`config.mk`:
```
export PLATFORM = sky130hd
export DESIGN_NAME = vcfg_sequencer
export DESIGN_NICKNAME = d
export VERILOG_FILES = /design/src/rtl/vcfg_sequencer.sv
export SDC_FILE = /design/constraint.sdc
export NUM_CORES = 1
export LEC_CHECK = 0
export CORE_UTILIZATION = 38
export DETAILED_ROUTE_END_ITERATION = 12
export MAX_ROUTING_LAYER = met4
export PLACE_DENSITY = 0.93
export SKIP_CTS_REPAIR_TIMING = 1
export SYNTH_ARGS = -nofsm -noshare
export SYNTH_HDL_FRONTEND = slang
export SYNTH_SLANG_ARGS = --single-unit
```
`constraint.sdc`:
```
create_clock -name clk -period 3.95 [get_ports clk]
set_clock_uncertainty 0.2 [all_clocks]
set_input_delay 0.5925 -clock clk [delete_from_list [all_inputs] [get_ports clk]]
set_output_delay 0.5925 -clock clk [all_outputs]
set_load 0.01 [all_outputs]
```
`src/rtl/vcfg_sequencer.sv`:
```
// ---------------------------------------------------------------------------
// vcfg_sequencer
//
// Purpose:
//   Steps a vsetvli / vsetivli / vsetvl instruction through the vector config
//   unit. One request is accepted from scalar issue. The sequencer then waits
//   for the vector pipe to drain and pulses the config unit for one cycle with
//   the decoded controls. Finally it returns the new vl to scalar rd over a
//   valid/ready writeback port. Vector issue is stalled for the whole sequence.
//
// Ports:
//   clk, rst             clock, synchronous active-high reset
//   req_valid/req_ready  config request handshake (ready only while idle)
//   req_type             00 vsetvli, 01 vsetivli, 10/11 vsetvl
//   req_avl              rs1 value or zero-extended uimm
//   req_rs1_zero         rs1 field is x0 (ignored for vsetivli)
//   req_rd               destination register
//   req_vtype            new vtype
//   vec_idle             vector pipe has no in-flight ops
//   issue_stall          blocks vector issue while a sequence is running
//   cfg_en               one-cycle enable to the config unit
//   cfg_type, cfg_avl_set, cfg_avl_new, cfg_vtype
//                        captured controls, valid while cfg_en is high
//   cfg_avl, cfg_vill    current vl / vill from the config unit
//   wb_valid/wb_ready    scalar writeback handshake
//   wb_rd, wb_data       writeback register and zero-extended vl
//   trap_valid/trap_ready
//                        illegal-vtype trap handshake (VCFG_VILL_TRAP_EN only)
//
// Configuration:
//   VCFG_VILL_TRAP_EN    when defined, a vill result raises trap_valid
//                        instead of writing back; otherwise vill is ignored.
// ---------------------------------------------------------------------------
module vcfg_sequencer #(
    parameter int XLEN        = 32,
    parameter int VLEN        = 16384,
    parameter int VLMAX       = VLEN >> 3,
    parameter int VLEN_B_BITS = $clog2(VLMAX)
) (
    input  logic                   clk,
    input  logic                   rst,
    input  logic                   req_valid,
    output logic                   req_ready,
    input  logic [1:0]             req_type,
    input  logic [31:0]            req_avl,
    input  logic                   req_rs1_zero,
    input  logic [4:0]             req_rd,
    input  logic [XLEN-1:0]        req_vtype,
    input  logic                   vec_idle,
    output logic                   issue_stall,
    output logic                   cfg_en,
    output logic [1:0]             cfg_type,
    output logic [1:0]             cfg_avl_set,
    output logic [31:0]            cfg_avl_new,
    output logic [XLEN-1:0]        cfg_vtype,
    input  logic [VLEN_B_BITS:0]   cfg_avl,
    input  logic                   cfg_vill,
`ifdef VCFG_VILL_TRAP_EN
    output logic                   trap_valid,
    input  logic                   trap_ready,
`endif
    output logic                   wb_valid,
    input  logic                   wb_ready,
    output logic [4:0]             wb_rd,
    output logic [XLEN-1:0]        wb_data
);

    typedef enum logic [1:0] {
        IDLE  = 2'd0,
        DRAIN = 2'd1,
        CFG   = 2'd2,
        WB    = 2'd3
    } state_e;

    localparam logic [1:0] AVL_REG  = 2'b00;
    localparam logic [1:0] AVL_MAX  = 2'b01;
    localparam logic [1:0] AVL_IMM  = 2'b10;
    localparam logic [1:0] AVL_KEEP = 2'b11;

    localparam int WB_PAD = XLEN - VLEN_B_BITS - 1;

    state_e            state_q, state_d;
    logic [1:0]        type_q, type_d;
    logic [1:0]        avl_set_q, avl_set_d;
    logic [31:0]       avl_q, avl_d;
    logic [XLEN-1:0]   vtype_q, vtype_d;
    logic [4:0]        rd_q, rd_d;
    logic [1:0]        avl_set_dec;

    // AVL mode is decoded from the live request so that only the two-bit
    // result has to be stored, not rs1_zero as well. Type 11 falls through
    // to the vsetvl path because only 01 selects the immediate form.
    always_comb begin
        avl_set_dec = AVL_REG;
        if (req_type == 2'b01) begin
            avl_set_dec = AVL_IMM;
        end else if (!req_rs1_zero) begin
            avl_set_dec = AVL_REG;
        end else if (req_rd != 5'd0) begin
            avl_set_dec = AVL_MAX;
        end else begin
            avl_set_dec = AVL_KEEP;
        end
    end

    // Next-state and output logic. The request is captured only in IDLE,
    // so the cfg_* and wb_rd values stay frozen for the rest of the sequence.
    always_comb begin
        state_d     = state_q;
        type_d      = type_q;
        avl_set_d   = avl_set_q;
        avl_d       = avl_q;
        vtype_d     = vtype_q;
        rd_d        = rd_q;
        req_ready   = 1'b0;
        issue_stall = 1'b1;
        cfg_en      = 1'b0;
        wb_valid    = 1'b0;
`ifdef VCFG_VILL_TRAP_EN
        trap_valid  = 1'b0;
`endif
        unique case (state_q)
            IDLE: begin
                req_ready   = 1'b1;
                issue_stall = 1'b0;
                if (req_valid) begin
                    type_d    = req_type;
                    avl_set_d = avl_set_dec;
                    avl_d     = req_avl;
                    vtype_d   = req_vtype;
                    rd_d      = req_rd;
                    state_d   = DRAIN;
                end
            end
            DRAIN: begin
                if (vec_idle) begin
                    state_d = CFG;
                end
            end
            CFG: begin
                cfg_en = 1'b1;
`ifdef VCFG_VILL_TRAP_EN
                // vill is only known after the config unit updates, so an
                // rd==x0 request still has to visit WB to look at it.
                state_d = WB;
`else
                state_d = (rd_q != 5'd0) ? WB : IDLE;
`endif
            end
            WB: begin
`ifdef VCFG_VILL_TRAP_EN
                if (cfg_vill) begin
                    trap_valid = 1'b1;
                    if (trap_ready) begin
                        state_d = IDLE;
                    end
                end else if (rd_q == 5'd0) begin
                    state_d = IDLE;
                end else begin
                    wb_valid = 1'b1;
                    if (wb_ready) begin
                        state_d = IDLE;
                    end
                end
`else
                wb_valid = 1'b1;
                if (wb_ready) begin
                    state_d = IDLE;
                end
`endif
            end
            default: begin
                state_d = IDLE;
            end
        endcase
    end

    // State and captured-request registers. A reset abandons any sequence in
    // progress; the config unit itself is not rolled back.
    always_ff @(posedge clk) begin
        if (rst) begin
            state_q   <= IDLE;
            type_q    <= 2'b00;
            avl_set_q <= 2'b00;
            avl_q     <= 32'd0;
            vtype_q   <= '0;
            rd_q      <= 5'd0;
        end else begin
            state_q   <= state_d;
            type_q    <= type_d;
            avl_set_q <= avl_set_d;
            avl_q     <= avl_d;
            vtype_q   <= vtype_d;
            rd_q      <= rd_d;
        end
    end

    assign cfg_type    = type_q;
    assign cfg_avl_set = avl_set_q;
    assign cfg_avl_new = avl_q;
    assign cfg_vtype   = vtype_q;
    assign wb_rd       = rd_q;
    // The config unit updated vl on the CFG edge, so it is settled in WB.
    assign wb_data     = {{WB_PAD{1'b0}}, cfg_avl};

`ifndef VCFG_VILL_TRAP_EN
    logic unused_vill;
    assign unused_vill = cfg_vill;
`endif

endmodule

```
==> reports/results.ini <==
[synth]
synth-seq-cells=75
synth.distinct_cells=24
synth_area_leaders=dfxtp_1 51%, nand2_1 18%, a21oi_1 12%, buf_4 9.6%, buf_6 3.4%
ys_warn_count=0
synth_cells=369
synth-seq-area-share_pct=50.5
avgSynthCellArea_sq_um=8.05
synth_top_area_share_pct=50.5
post-synth-top-area-cell=dfxtp_1
netlist_area_sq_um=2970

[floorplan]
ios=199
fp.dieW_um=90.4
core_sq_um=7410
num_rows=31
die-area_sq_um=8180
fp.dieH_um=90.4
start_util_pct=40.1

[timing]
setup_viol=0
grt_setup_unrepaired=false
finalCritPeriodShare_pct=63.0
slew_viol_final=0
finalSetupTns_ns=0
hold_viol_final=0
slew_headroom_pct=41.3
fmax_mhz=402
fin_crit_ns=2.49
worst_pin_slew_ns=0.880

[critical_path]
cp_max_fo=9
worst-r2r-cell-count=4
cp-end-kind=primary output
r2r_end=cfg_vtype[16]
worstPathRequired_ns=3.16
r2r_slack_ns=1.67
arrival_ns=1.70
rr_startpoint=state_q[0]
start_kind=register
worstSetupPathType=register to primary output

[clocking]
cts-htree-levels=3
cts_tree=done
clockBufferDepth=2
cts_made_buffers=9
worst_skew_pair.late_latency_ns=0.33
root_buffer=clkbuf_8
cts_sinks=75
path_clk_slew_ns=0.07

[power]
clkPwrFrac_pct=28.9
p_switching_uw=464
peakVddDrop_mv=0.216
switching_share_pct=26.9
p_int_uw=1260
power_frac_comb_pct=22.1
p_per_area_nw_per_um2=385
power.leakage_uw=0.00169
p_seq_share_pct=49.1

[route]
vias_per_cell=4.65
drt-total-wl_um=7730
ant_nets=0
wire_per_inst_um=12.8
firstDrtPassIters=4
drt_iter0_drc=95
dr_total_vias=2804
drc=0

[hold_path]
hold_end=cfg_avl_new[18]
hold_path_depth=2
hold_class=register to register
hp-start=cfg_avl_new[18]

[layout]
layout_commonest_cell=clkdlybuf4s50_1
final_area_sq_um=4470
syn_to_final_growth_pct=50.4
layout_common_cells=152 x clkdlybuf4s50_1, 144 x nand2_1, 75 x dfxtp_1
diodes=0
fin_util_pct=60.3
final_nets=590
drive_gt1_share_pct=4.37

[place]
dpl.hpwl_um=5610
place_congestion=0.744
portBuffers=153
dpl-instance-area_sq_um=4310

[global_routing]
antenna_found_initial=0
track_usage_pct=19.5
grt_remaining_overflow=0
grt_first_pass_wirelength_um=12500
grt_max_degree=49
grt_pass1_vias=2725

[job]
drv_cap=0

[status]
status=completed

[power by group through the flow]
stage / Clock, uW / Combinational [uW] / Sequential, uW
2_1_floorplan: 0 / 186 / 882
3_3_place_gp: 0 / 373 / 857
3_5_place_dp: 0 / 380 / 862
4_1_cts: 517 / 382 / 845
5_1_grt: 556 / 412 / 852
6_report: 497 / 380 / 844
[through the flow]
stage / instances / setup slack [ns] / total power, uW / hold slack [ns]
after CTS: 603 / 1.42 / 1740 / 0.256
after floorplan: 388 / 2.30 / 1070 / 0.276
after global routing: 603 / 1.37 / 1820 / 0.272
after detailed placement: 588 / 1.12 / 1240 / 0.246
after global placement: 588 / 1.15 / 1230 / 0.241
final: 603 / 1.46 / 1720 / 0.253
[Yosys cell counts]
library cell / instances
nand2_1: 144
nor3_1: 1
a311oi_1: 1
or3b_1: 1
dfxtp_1: 75
nor4_1: 1
buf_6: 9
buf_2: 2
or2_2: 1
nand3_1: 1
or4_1: 1
nor2_1: 1
and2_1: 1
nor3b_2: 1
nand3b_1: 2
mux2i_1: 1
inv_1: 2
conb_1: 1
buf_4: 38
o32ai_1: 2
clkbuf_1: 8
a21oi_1: 72
nor2b_1: 1
nand2b_1: 2
[registers in the layout (all words and copies together), names as in the netlist]
| name | flops |
|---|---|
| cfg_avl_new | 32 |
| cfg_vtype | 32 |
| wb_rd | 5 |
| cfg_avl_set | 2 |
| cfg_type | 2 |
| state_q | 2 |
[layer usage]
metal,share of wire [%],global-route usage (%)
met1,40,20.4
met2,50,34.3
met3,7.2,4.80
met4,2.7,9.54
met5,0,-
[kinds of logic (layout without fill, tap and decap cells)]
group / count (synthesis) / count (layout) / share of synthesized area, %
simple gates: 158 / 158 / 21.4
compound gates: 75 / 75 / 13.0
flops: 75 / 75 / 50.5
buf+inv: 59 / 175 / 14.6
other cells: 1 / 20 / 0.126
mux: 1 / 1 / 0.337
[cell type report]
class	instances	area, sq um
clock inverters	3	15.0
clock buffers	12	145
fillers	601	2940
flip-flops and latches	75	1500
well taps	99	124
repair buffers	158	1560
multi-input cells	254	1110
inverters	2	7.51
[critical path, stage by stage, from the launching register on]
cell             delay, ns
dfxtp_1               0.42
or2_2                 0.35
inv_1                 0.07
clkdlybuf4s50_1       0.53
[how the worst max path moves through the flow]
stage	slack (ns)	from	cells after the start	endpoint
2_1_floorplan	2.30	req_valid	5	cfg_avl_new[19]
3_3_place_gp	1.15	req_valid	5	cfg_vtype[0]
3_5_place_dp	1.12	req_valid	5	cfg_vtype[16]
4_1_cts	1.42	state_q[0]	3	req_ready
5_1_grt	1.37	state_q[0]	3	req_ready
6_report	1.46	state_q[0]	3	req_ready
Note: power is estimated with default switching activity, not from simulation.
